`src/rtl/fp_fused_muladd_pipe.sv`:
```
// fp_fused_muladd_pipe: 3-stage fused +/-(A*B) +/- C with valid/ready handshake and nv/of/uf flags.
// Build option FP_MULADD_RNE_EN selects round-to-nearest-even; without it results are truncated.
module fp_fused_muladd_pipe #(
    parameter int EXP_W = 8,
    parameter int MAN_W = 23
) (
    input  logic                   clk,
    input  logic                   rst_n,
    input  logic                   en,
    input  logic                   in_valid,
    output logic                   in_ready,
    input  logic [1:0]             op,
    input  logic [EXP_W+MAN_W:0]   a,
    input  logic [EXP_W+MAN_W:0]   b,
    input  logic [EXP_W+MAN_W:0]   c,
    output logic                   out_valid,
    input  logic                   out_ready,
    output logic [EXP_W+MAN_W:0]   result,
    output logic [2:0]             flags
);
    localparam int W   = 1 + EXP_W + MAN_W;
    localparam int MW  = MAN_W + 1;
    localparam int PW  = 2 * MW;
    localparam int SW  = PW + 4;            // carry + product + guard/round/sticky
    localparam int XW  = EXP_W + 2;
    localparam int LZW = $clog2(SW + 1);
    localparam logic [XW-1:0]    BIAS     = XW'((1 << (EXP_W - 1)) - 1);
    localparam logic [XW-1:0]    EXP_MAX  = XW'((1 << EXP_W) - 1);
    localparam logic [EXP_W-1:0] EXP_ONES = '1;
`ifdef FP_MULADD_RNE_EN
    localparam bit RNE = 1'b1;
`else
    localparam bit RNE = 1'b0;
`endif

    typedef struct packed {
        logic          valid;
        logic          nan;
        logic          inf;
        logic          inf_sign;
        logic          psign;
        logic          csign;
        logic [PW-1:0] pman;
        logic [MW-1:0] cman;
        logic [XW-1:0] pexp;
        logic [XW-1:0] cexp;
    } s1_t;

    typedef struct packed {
        logic          valid;
        logic          nan;
        logic          inf;
        logic          inf_sign;
        logic          sign;
        logic [SW-1:0] sum;
        logic [XW-1:0] exp;
    } s2_t;

    function automatic logic [SW-1:0] shr_sticky(input logic [SW-1:0] x, input logic [XW-1:0] sh);
        logic [SW-1:0] mask;
        if (sh >= XW'(SW)) return {{(SW-1){1'b0}}, |x};
        mask = ~({SW{1'b1}} << sh);
        return (x >> sh) | {{(SW-1){1'b0}}, |(x & mask)};
    endfunction

    function automatic logic [LZW-1:0] lzc(input logic [SW-1:0] x);
        logic [LZW-1:0] n;
        n = LZW'(SW);
        for (int i = 0; i < SW; i++) begin
            if (x[i]) n = LZW'(SW - 1 - i);
        end
        return n;
    endfunction

    s1_t s1_new, s1_d, s1_q;
    s2_t s2_new, s2_d, s2_q;
    logic           out_v_d, out_v_q;
    logic [W-1:0]   res_new, res_d, res_q;
    logic [2:0]     flags_new, flags_d, flags_q;
    logic           advance;

    assign advance   = en & (~out_v_q | out_ready);
    assign in_ready  = advance;
    assign out_valid = en & out_v_q;
    assign result    = en ? res_q : '0;
    assign flags     = en ? flags_q : 3'b000;

    // Stage 1: unpack (subnormals flush to zero), sign mode, product and exponent sum
    logic [EXP_W-1:0] ea, eb, ec;
    logic a_zero, b_zero, c_zero, a_inf, b_inf, c_inf, a_nan, b_nan, c_nan;
    logic psign, csign, prod_zero, prod_inf;
    logic [XW-1:0] pexp_raw, cexp_raw;
    always_comb begin
        ea = a[W-2 -: EXP_W];
        eb = b[W-2 -: EXP_W];
        ec = c[W-2 -: EXP_W];
        a_zero = (ea == '0);
        b_zero = (eb == '0);
        c_zero = (ec == '0);
        a_inf  = (ea == EXP_ONES) && (a[MAN_W-1:0] == '0);
        b_inf  = (eb == EXP_ONES) && (b[MAN_W-1:0] == '0);
        c_inf  = (ec == EXP_ONES) && (c[MAN_W-1:0] == '0);
        a_nan  = (ea == EXP_ONES) && (a[MAN_W-1:0] != '0);
        b_nan  = (eb == EXP_ONES) && (b[MAN_W-1:0] != '0);
        c_nan  = (ec == EXP_ONES) && (c[MAN_W-1:0] != '0);
        psign = a[W-1] ^ b[W-1] ^ op[1];
        csign = c[W-1] ^ op[0];
        prod_zero = a_zero | b_zero;
        prod_inf  = (a_inf | b_inf) & ~prod_zero;
        pexp_raw = XW'(ea) + XW'(eb) - BIAS;
        cexp_raw = XW'(ec);

        s1_new          = '0;
        s1_new.valid    = in_valid;
        s1_new.nan      = a_nan | b_nan | c_nan | ((a_inf | b_inf) & prod_zero)
                        | (prod_inf & c_inf & (psign != csign));
        s1_new.inf      = prod_inf | c_inf;
        s1_new.inf_sign = prod_inf ? psign : csign;
        s1_new.psign    = psign;
        s1_new.csign    = csign;
        s1_new.pman     = prod_zero ? '0 : PW'({1'b1, a[MAN_W-1:0]}) * PW'({1'b1, b[MAN_W-1:0]});
        s1_new.cman     = c_zero ? '0 : {1'b1, c[MAN_W-1:0]};
        // A zero term borrows the other term's exponent so it never forces an alignment shift
        s1_new.pexp     = prod_zero ? cexp_raw : pexp_raw;
        s1_new.cexp     = c_zero ? pexp_raw : cexp_raw;
        s1_d = advance ? s1_new : s1_q;
    end

    // Stage 2: align the smaller-exponent term with sticky, then signed-magnitude add
    logic [XW-1:0] diff, sh;
    logic [SW-1:0] p_ext, c_ext, p_al, c_al;
    always_comb begin
        p_ext = {1'b0, s1_q.pman, 3'b000};
        c_ext = {1'b0, s1_q.cman, {MAN_W{1'b0}}, 3'b000};
        diff  = s1_q.pexp - s1_q.cexp;
        s2_new          = '0;
        s2_new.valid    = s1_q.valid;
        s2_new.nan      = s1_q.nan;
        s2_new.inf      = s1_q.inf;
        s2_new.inf_sign = s1_q.inf_sign;
        if (!diff[XW-1]) begin
            sh   = diff;
            p_al = p_ext;
            c_al = shr_sticky(c_ext, sh);
            s2_new.exp = s1_q.pexp;
        end else begin
            sh   = -diff;
            p_al = shr_sticky(p_ext, sh);
            c_al = c_ext;
            s2_new.exp = s1_q.cexp;
        end
        if (s1_q.psign == s1_q.csign) begin
            s2_new.sum  = p_al + c_al;
            s2_new.sign = s1_q.psign;
        end else if (p_al >= c_al) begin
            s2_new.sum  = p_al - c_al;
            s2_new.sign = s1_q.psign;
        end else begin
            s2_new.sum  = c_al - p_al;
            s2_new.sign = s1_q.csign;
        end
        // Exact zero is negative only when both signed terms are negative zeros
        if (s2_new.sum == '0) s2_new.sign = s1_q.psign & s1_q.csign;
        s2_d = advance ? s2_new : s2_q;
    end

    // Stage 3: normalise, round, range check, pack
    logic [LZW-1:0]   lz;
    logic [SW-1:0]    norm;
    logic [MW-1:0]    mant;
    logic             guard, sticky, inc;
    logic [MW:0]      mant_r;
    logic [MAN_W-1:0] frac;
    logic [XW-1:0]    exp_n, exp_r;
    always_comb begin
        lz     = lzc(s2_q.sum);
        norm   = s2_q.sum << lz;
        mant   = norm[SW-1 -: MW];
        guard  = norm[SW-1-MW];
        sticky = |norm[SW-2-MW:0];
        inc    = RNE & guard & (sticky | mant[0]);
        mant_r = {1'b0, mant} + (MW+1)'(inc);
        frac   = mant_r[MW] ? mant_r[MAN_W:1] : mant_r[MAN_W-1:0];
        exp_n  = s2_q.exp + XW'(2) - XW'(lz);
        exp_r  = exp_n + XW'(mant_r[MW]);

        res_new   = '0;
        flags_new = 3'b000;
        if (s2_q.nan) begin
            res_new   = {1'b0, EXP_ONES, 1'b1, {(MAN_W-1){1'b0}}};
            flags_new = 3'b100;
        end else if (s2_q.inf) begin
            res_new = {s2_q.inf_sign, EXP_ONES, {MAN_W{1'b0}}};
        end else if (s2_q.sum == '0) begin
            res_new = {s2_q.sign, {(W-1){1'b0}}};
        end else if (!exp_r[XW-1] && exp_r >= EXP_MAX) begin
            res_new   = {s2_q.sign, EXP_ONES, {MAN_W{1'b0}}};
            flags_new = 3'b010;
        end else if (exp_r[XW-1] || exp_r == '0) begin
            res_new   = {s2_q.sign, {(W-1){1'b0}}};
            flags_new = 3'b001;
        end else begin
            res_new = {s2_q.sign, exp_r[EXP_W-1:0], frac};
        end

        out_v_d = advance ? s2_q.valid : out_v_q;
        res_d   = advance ? (s2_q.valid ? res_new : '0) : res_q;
        flags_d = advance ? (s2_q.valid ? flags_new : 3'b000) : flags_q;
    end

    always_ff @(posedge clk or negedge rst_n) begin
        if (!rst_n) begin
            s1_q    <= '0;
            s2_q    <= '0;
            out_v_q <= 1'b0;
            res_q   <= '0;
            flags_q <= 3'b000;
        end else begin
            s1_q    <= s1_d;
            s2_q    <= s2_d;
            out_v_q <= out_v_d;
            res_q   <= res_d;
            flags_q <= flags_d;
        end
    end
endmodule
```
`config.mk`:
```
export PLATFORM = sky130hd
export DESIGN_NAME = fp_fused_muladd_pipe
export DESIGN_NICKNAME = d
export VERILOG_FILES = /design/src/rtl/fp_fused_muladd_pipe.sv
export SDC_FILE = /design/constraint.sdc
export NUM_CORES = 2
export LEC_CHECK = 0
export BUFFER_PORTS_ARGS = -buffer_cell sky130_fd_sc_hd__buf_2
export CAP_MARGIN = 10
export CORE_UTILIZATION = 50
export DETAILED_ROUTE_END_ITERATION = 10
export HOLD_SLACK_MARGIN = 0.05
export PLACE_DENSITY = 0.66
export SETUP_SLACK_MARGIN = 0.05
export SLEW_MARGIN = 20
export SYNTH_ARGS = -nofsm -noshare
export SYNTH_HDL_FRONTEND = slang
export SYNTH_SLANG_ARGS = --single-unit
```
`constraint.sdc`:
```
create_clock -name clk -period 24.4 [get_ports clk]
set_input_delay 2.44 -clock clk [delete_from_list [all_inputs] [get_ports clk]]
set_output_delay 2.44 -clock clk [all_outputs]
set_load 0.02 [all_outputs]
```
After elaboration in Yosys (flattened, before gate mapping)
Index checks and enable logic that the tools add are counted.
{"block": "classes", "muxes": 85, "mul": 1, "magnitude_cmp": 4, "shifts": 5, "addsub": 9, "n_reduce_logical": 25, "bitwise": 26, "n_eq_ne": 5}
{"operator": "$mux W52", "count": 6}
{"operator": "$mux W6", "count": 48}
{"operator": "$mux W32", "count": 4}
{"operator": "$mux W53", "count": 2}
{"operator": "$logic_not A52 Y1", "count": 2}
{"operator": "$not A52 Y52", "count": 2}
{"operator": "$or A52 B1 Y52", "count": 2}
{"operator": "$reduce_or A52 Y1", "count": 2}
{"operator": "$shl A52 B10 Y52 const A", "count": 2}
{"operator": "$sub A52 B52 Y52", "count": 2}
{"operator": "$mux W31", "count": 3}
{"operator": "$logic_not A23 Y1", "count": 3}
{"operator": "$reduce_bool A23 Y1", "count": 3}
{"operator": "$add A52 B52 Y52", "count": 1}
{"operator": "$and A50 B52 Y52", "count": 1}
{"operator": "$and A51 B52 Y52", "count": 1}
{"operator": "$ge A52 B52 Y1", "count": 1}
{"operator": "$shl A52 B6 Y51", "count": 1}
{"operator": "$shr A50 B10 Y52", "count": 1}
{"operator": "$shr A51 B10 Y52", "count": 1}
{"operator": "$mul A24 B24 Y48", "count": 1}
{"operator": "$mux W48", "count": 1}
{"operator": "$reduce_or A48 Y1", "count": 1}
{"operator": "$mux W10", "count": 3}
{"operator": "other kinds (25)", "count": 66}
{"block": "totals", "input_bits": 103, "reg_bits": 201}

Depth between registers and ports, before layout
{"block": "logic_depth", "ltp_word": 61, "mapped_depth": 48}

Worst setup path before layout
No wires, ideal clock.
{"block": "synth_path", "kind": "input -> register", "start": "input port b[3]", "end": "register s1_q, in the netlist p_ext[50]", "arrival_ns": 9.915, "setup_slack_ns": 14.364, "cell_stages": 26, "setup_time_ns": 0.121, "path_cell_list": "clkbuf_1 -> clkbuf_1 -> nand2_1 -> fa_1 -> inv_1 -> fa_1 -> fa_1 -> fa_1 -> fa_1 -> fa_1 -> fa_1 -> ha_1 -> or4_1 -> a211oi_1 -> nor2_1 -> a21o_1 -> o41a_1 -> a311oi_1 -> nor4_1 -> nor2_1 -> o21ai_0 -> o31ai_1 -> o311ai_0 -> a221oi_1 -> xnor2_1 -> a22o_1"}
{"block": "synth_via", "elab_chain_cells": 2}
{"element": "start: declaration", "line": "14", "source": "input logic [EXP_W+MAN_W:0] b,"}
{"element": "$mul A24 B24 Y48", "line": "121", "source": "s1_new.pman = prod_zero ? '0 : PW'({1'b1, a[MAN_W-1:0]}) * PW'({1'b1, b[MAN_W-1:0]});"}
{"element": "$mux W48", "line": "121"}
{"element": "end signal: assignment", "line": "213", "source": "s1_q <= '0;"}
{"element": "end signal: assignment", "line": "219", "source": "s1_q <= s1_d;"}
{"element": "end: declaration", "line": "75", "source": "s1_t s1_new, s1_d, s1_q;"}
No other way between the ends.
A chain may end at the register's enable or synchronous reset.

Worst setup path in the final report
{"block": "layout_path", "start": "register s1_q[10] (netlist name)", "end": "register s2_q[62] (netlist name)"}
{"block": "layout_via", "elab_chain_cells": 14, "word_cells_on_any_way": 32, "cone_classes": "5 x add/sub; 3 x order compare; 4 x shift; 11 x mux; 6 x bitwise; 3 x reduce/logical"}
{"element": "$sub A10 B10 Y10 *", "line": "135", "source": "diff = s1_q.pexp - s1_q.cexp;"}
{"element": "$neg A10 Y10", "line": "147", "source": "sh = -diff;"}
{"element": "$shl A52 B10 Y52", "line": "62", "source": "mask = ~({SW{1'b1}} << sh);"}
{"element": "$not A52 Y52", "line": "62"}
{"element": "$and A51 B52 Y52", "line": "63", "source": "return (x >> sh) | {{(SW-1){1'b0}}, |(x & mask)};"}
{"element": "$reduce_or A52 Y1", "line": "63"}
{"element": "$or A52 B1 Y52", "line": "63"}
{"element": "$mux W52", "line": "62"}
{"element": "$mux W52", "line": "141", "source": "if (!diff[XW-1]) begin"}
{"element": "$sub A52 B52 Y52 (tied with other cells)", "line": "159", "source": "s2_new.sum = c_al - p_al;"}
{"element": "$mux W53", "line": "155", "source": "end else if (p_al >= c_al) begin"}
{"element": "$mux W53 *", "line": "152", "source": "if (s1_q.psign == s1_q.csign) begin"}
{"element": "$logic_not A52 Y1", "line": "163", "source": "if (s2_new.sum == '0) s2_new.sign = s1_q.psign & s1_q.csign;"}
{"element": "$mux W1 *", "line": "163"}
{"element": "end signal: assignment", "line": "214", "source": "s2_q <= '0;"}
{"element": "end signal: assignment", "line": "220", "source": "s2_q <= s2_d;"}
{"element": "end: declaration", "line": "76", "source": "s2_t s2_new, s2_d, s2_q;"}
Every way passes the cells marked *; elsewhere a longest branch is shown, timed or not. The select of a mux whose other input is x is not followed.

==> summary.md <==
| Metric | Value |
|---|---|
| Max Clock Skew | `27.6 ps` |
| #FFs+latches synth | `201` |
| Syn Nets | `7174` |
| Kind of critical path | `reg2reg` |
| Buf/Inv on CP | `7` |
| Final period utilization | `47.5%` |
| Core Util, Final | `52.9%` |
| Grt ovf | `0` |
| Status | `complete, no violations` |
| Final GP Congestion | `1.07` |
| Asr flop ratio synth | `100%` |
| Mapped Area | `0.0480 mm^2` |
| CP Capture Type | `flop` |
| DR WL/cell | `25.5 um` |
| Slowest stage delay, CP | `680 ps` |
| DPL Wire Length | `151 mm` |
| Fin. Hold Viols | `0` |
| Ys flop type | `dfrtp_1` |
| Filler cells | `9333` |
| TritonCTS clock tree | `done` |
| Vert. Die Dim | `312 um` |
| IO Pins | `140` |
| Slew margin rel. | `19.0%` |
| Vias | `46800` |
| First-pass GRT wire length | `284 mm` |
| Port Buffer Count | `139` |
| Critical path startpoint category | `flop` |
| Avg Cell Area, Syn | `7.71 um^2` |
| Max Cap Viol | `0` |
| Hold_ws | `464 ps` |
| Initial DRC Count | `5704` |
| Sum of negative setup slack | `0 ps` |
| CP arrival | `12040 ps` |
| Initial antenna violation count | `2` |
| Initial cell density of the core | `50.5%` |
| Htree depth | `1` |
| Sequential-to-total area share from yosys stat | `10.5%` |
| Slew Limit Fails | `0` |
| DR top layer | `met5` |
| Residual DRC | `0` |
| Post-CTS setup buffers | `0` |
| Chip width | `312 um` |
| Max Clock Freq | `86.3 MHz` |
| Met3 WL post-DR | `16.2 mm` |
| Worst Max-Slew Pin Slew | `1200 ps` |
| Vias in the first global route | `45000` |
| Final setup violation count | `0` |
| Commonest non-fill, non-tap cells in the layout | `nand2_1 (864), inv_1 (756), fa_1 (485)` |
| Row cnt | `113` |
| Wire length on met2 | `84.0 mm` |
| Area Growth Syn to Fin | `4.76%` |
| Final wirelength | `187 mm` |
| DIE AREA | `0.0972 mm^2` |
| Largest net degree at the start of global routing | `95` |
| Commonest non-fill, non-tap cell in the layout | `nand2_1` |
| Crit path max-delay family | `simple AND/OR/NAND/NOR gates` |
| Count of different cell masters after synthesis | `107` |
| Slowest cell on the critical path | `nor3_1` |
| Class of the worst hold path | `reg2reg` |
| All-layer global routing usage | `38.0%` |
| CTS root buf | `clkbuf_16` |
| Placement Setup Slack | `13180 ps` |
| RSZ-0062 raised after global routing | `false` |
| Routed length on met1 | `75.5 mm` |
| Clk_lat worst skew | `570 ps` |
| CTS sink cnt | `201` |
| Clock Path Buffers | `3` |
| Cells after synthesis | `6222` |
| Clock slew at reported path FFs | `70 ps` |
| Ys Warns | `0` |
| CTS Hold Bufs | `0` |
| Via density | `6.36` |
| Final net count | `7025` |
| Total core area | `0.0950 mm^2` |
| TritonCTS Buffers | `23` |
| Fin crit period | `11590 ps` |
| First drt pass iteration count | `8` |
| Share of post-route cells with drive strength above 1 | `6.77%` |
| Setup ws final | `12810 ps` |
| Routed Antenna Nets | `0` |
| Data required, critical path | `24850 ps` |
| Crit-path max FO | `54` |
| Post-synth EDFFs | `0` |
| Post-cts repair resize count | `0` |
[through the flow]
stage | cell area (um^2) | instances
finish | 50300 | 7360
floorplan | 48000 | 6222
detailed placement | 49500 | 7313
CTS | 50200 | 7354
global placement | 49500 | 7313
global route | 50200 | 7354
[cells in the mapped netlist (all sizes together) (50+ instances only)]
| master | instances | area share, % |
|---|---|---|
| fa | 486 | 20 |
| buf | 68 | 0.66 |
| nor3 | 125 | 1.4 |
| mux2i | 223 | 4.7 |
| a31oi | 59 | 0.77 |
| o21bai | 68 | 1.1 |
| and2 | 269 | 3.5 |
| inv | 763 | 6.0 |
| o211ai | 51 | 0.80 |
| nand2 | 864 | 6.8 |
| nand4 | 50 | 0.65 |
| nand3 | 87 | 0.91 |
| a22o | 94 | 1.7 |
| nor2 | 431 | 3.4 |
| clkbuf | 315 | 2.5 |
| a21o | 68 | 1.1 |
| mux2 | 54 | 1.3 |
| nor4 | 72 | 1.0 |
| ha | 363 | 9.5 |
| a21oi | 416 | 4.4 |
| dfrtp | 201 | 10 |
| xnor2 | 89 | 1.7 |
| a211oi | 68 | 1.1 |
| o21ai | 336 | 3.5 |
[sequential cells by signal (all words and copies together), names as in the netlist]
signal	cells
s2_q	67
p_ext	48
res_q	32
s1_q	26
c_ext	24
flags_q	3
out_v_q	1
[kinds of logic (layout without fill, tap and decap cells)]
logic type      after synthesis  count (layout)  share of synthesized area, %
fa+ha+maj                   849             849                          29.7
other cells                   0               6                             0
buf+inv                    1158            1025                          9.19
xor+xnor                    113             113                          2.24
mux                         308             308                          7.38
simple gates               2081            2081                          20.2
compound gates             1512            1512                          20.8
flops                       201             201                          10.5
[worst paths after layout]
path	from	to	slack, ps	depth (start not counted)
setup / recovery	s1_q[10]	s2_q[62]	12810	32
hold / removal	s1_q[95]	s2_q[64]	460	2
setup reg to reg	s1_q[10]	s2_q[62]	12810	32
hold reg to reg	s1_q[95]	s2_q[64]	460	2
max in group asynchronous	rst_n	p_ext[10]	20460	3
min in group asynchronous	rst_n	res_q[15]	1810	1
[final cells by class]
class                   instances  area [um^2]  share of cell area, %
diodes                          6         15.0                 0.0299
clock buffers                  32          669                   1.33
clock inverters                 9         96.3                  0.192
inverters                     775         2910                   5.79
multi-input cells            4863        38700                   77.0
flip-flops and latches        201         5030                   10.0
well taps                    1265         1580                   3.15
repair buffers                209         1230                   2.45
[metal layers]
metal | vias up | GRT usage [%]
li1 | 20900 | -
met1 | 22900 | 49.9
met2 | 2452 | 60.8
met3 | 531 | 5.91
met4 | 2 | 18.7
met5 | - | 0
[tightest hold or removal path: cells and delay by family, from the launching register on]
family           cells  cell delay [ps]
and+or+nand+nor      2              100
DFF                  1              340
Power is not shown: default switching activity piles up to over one toggle a cycle in this logic, so the estimate is an artifact.
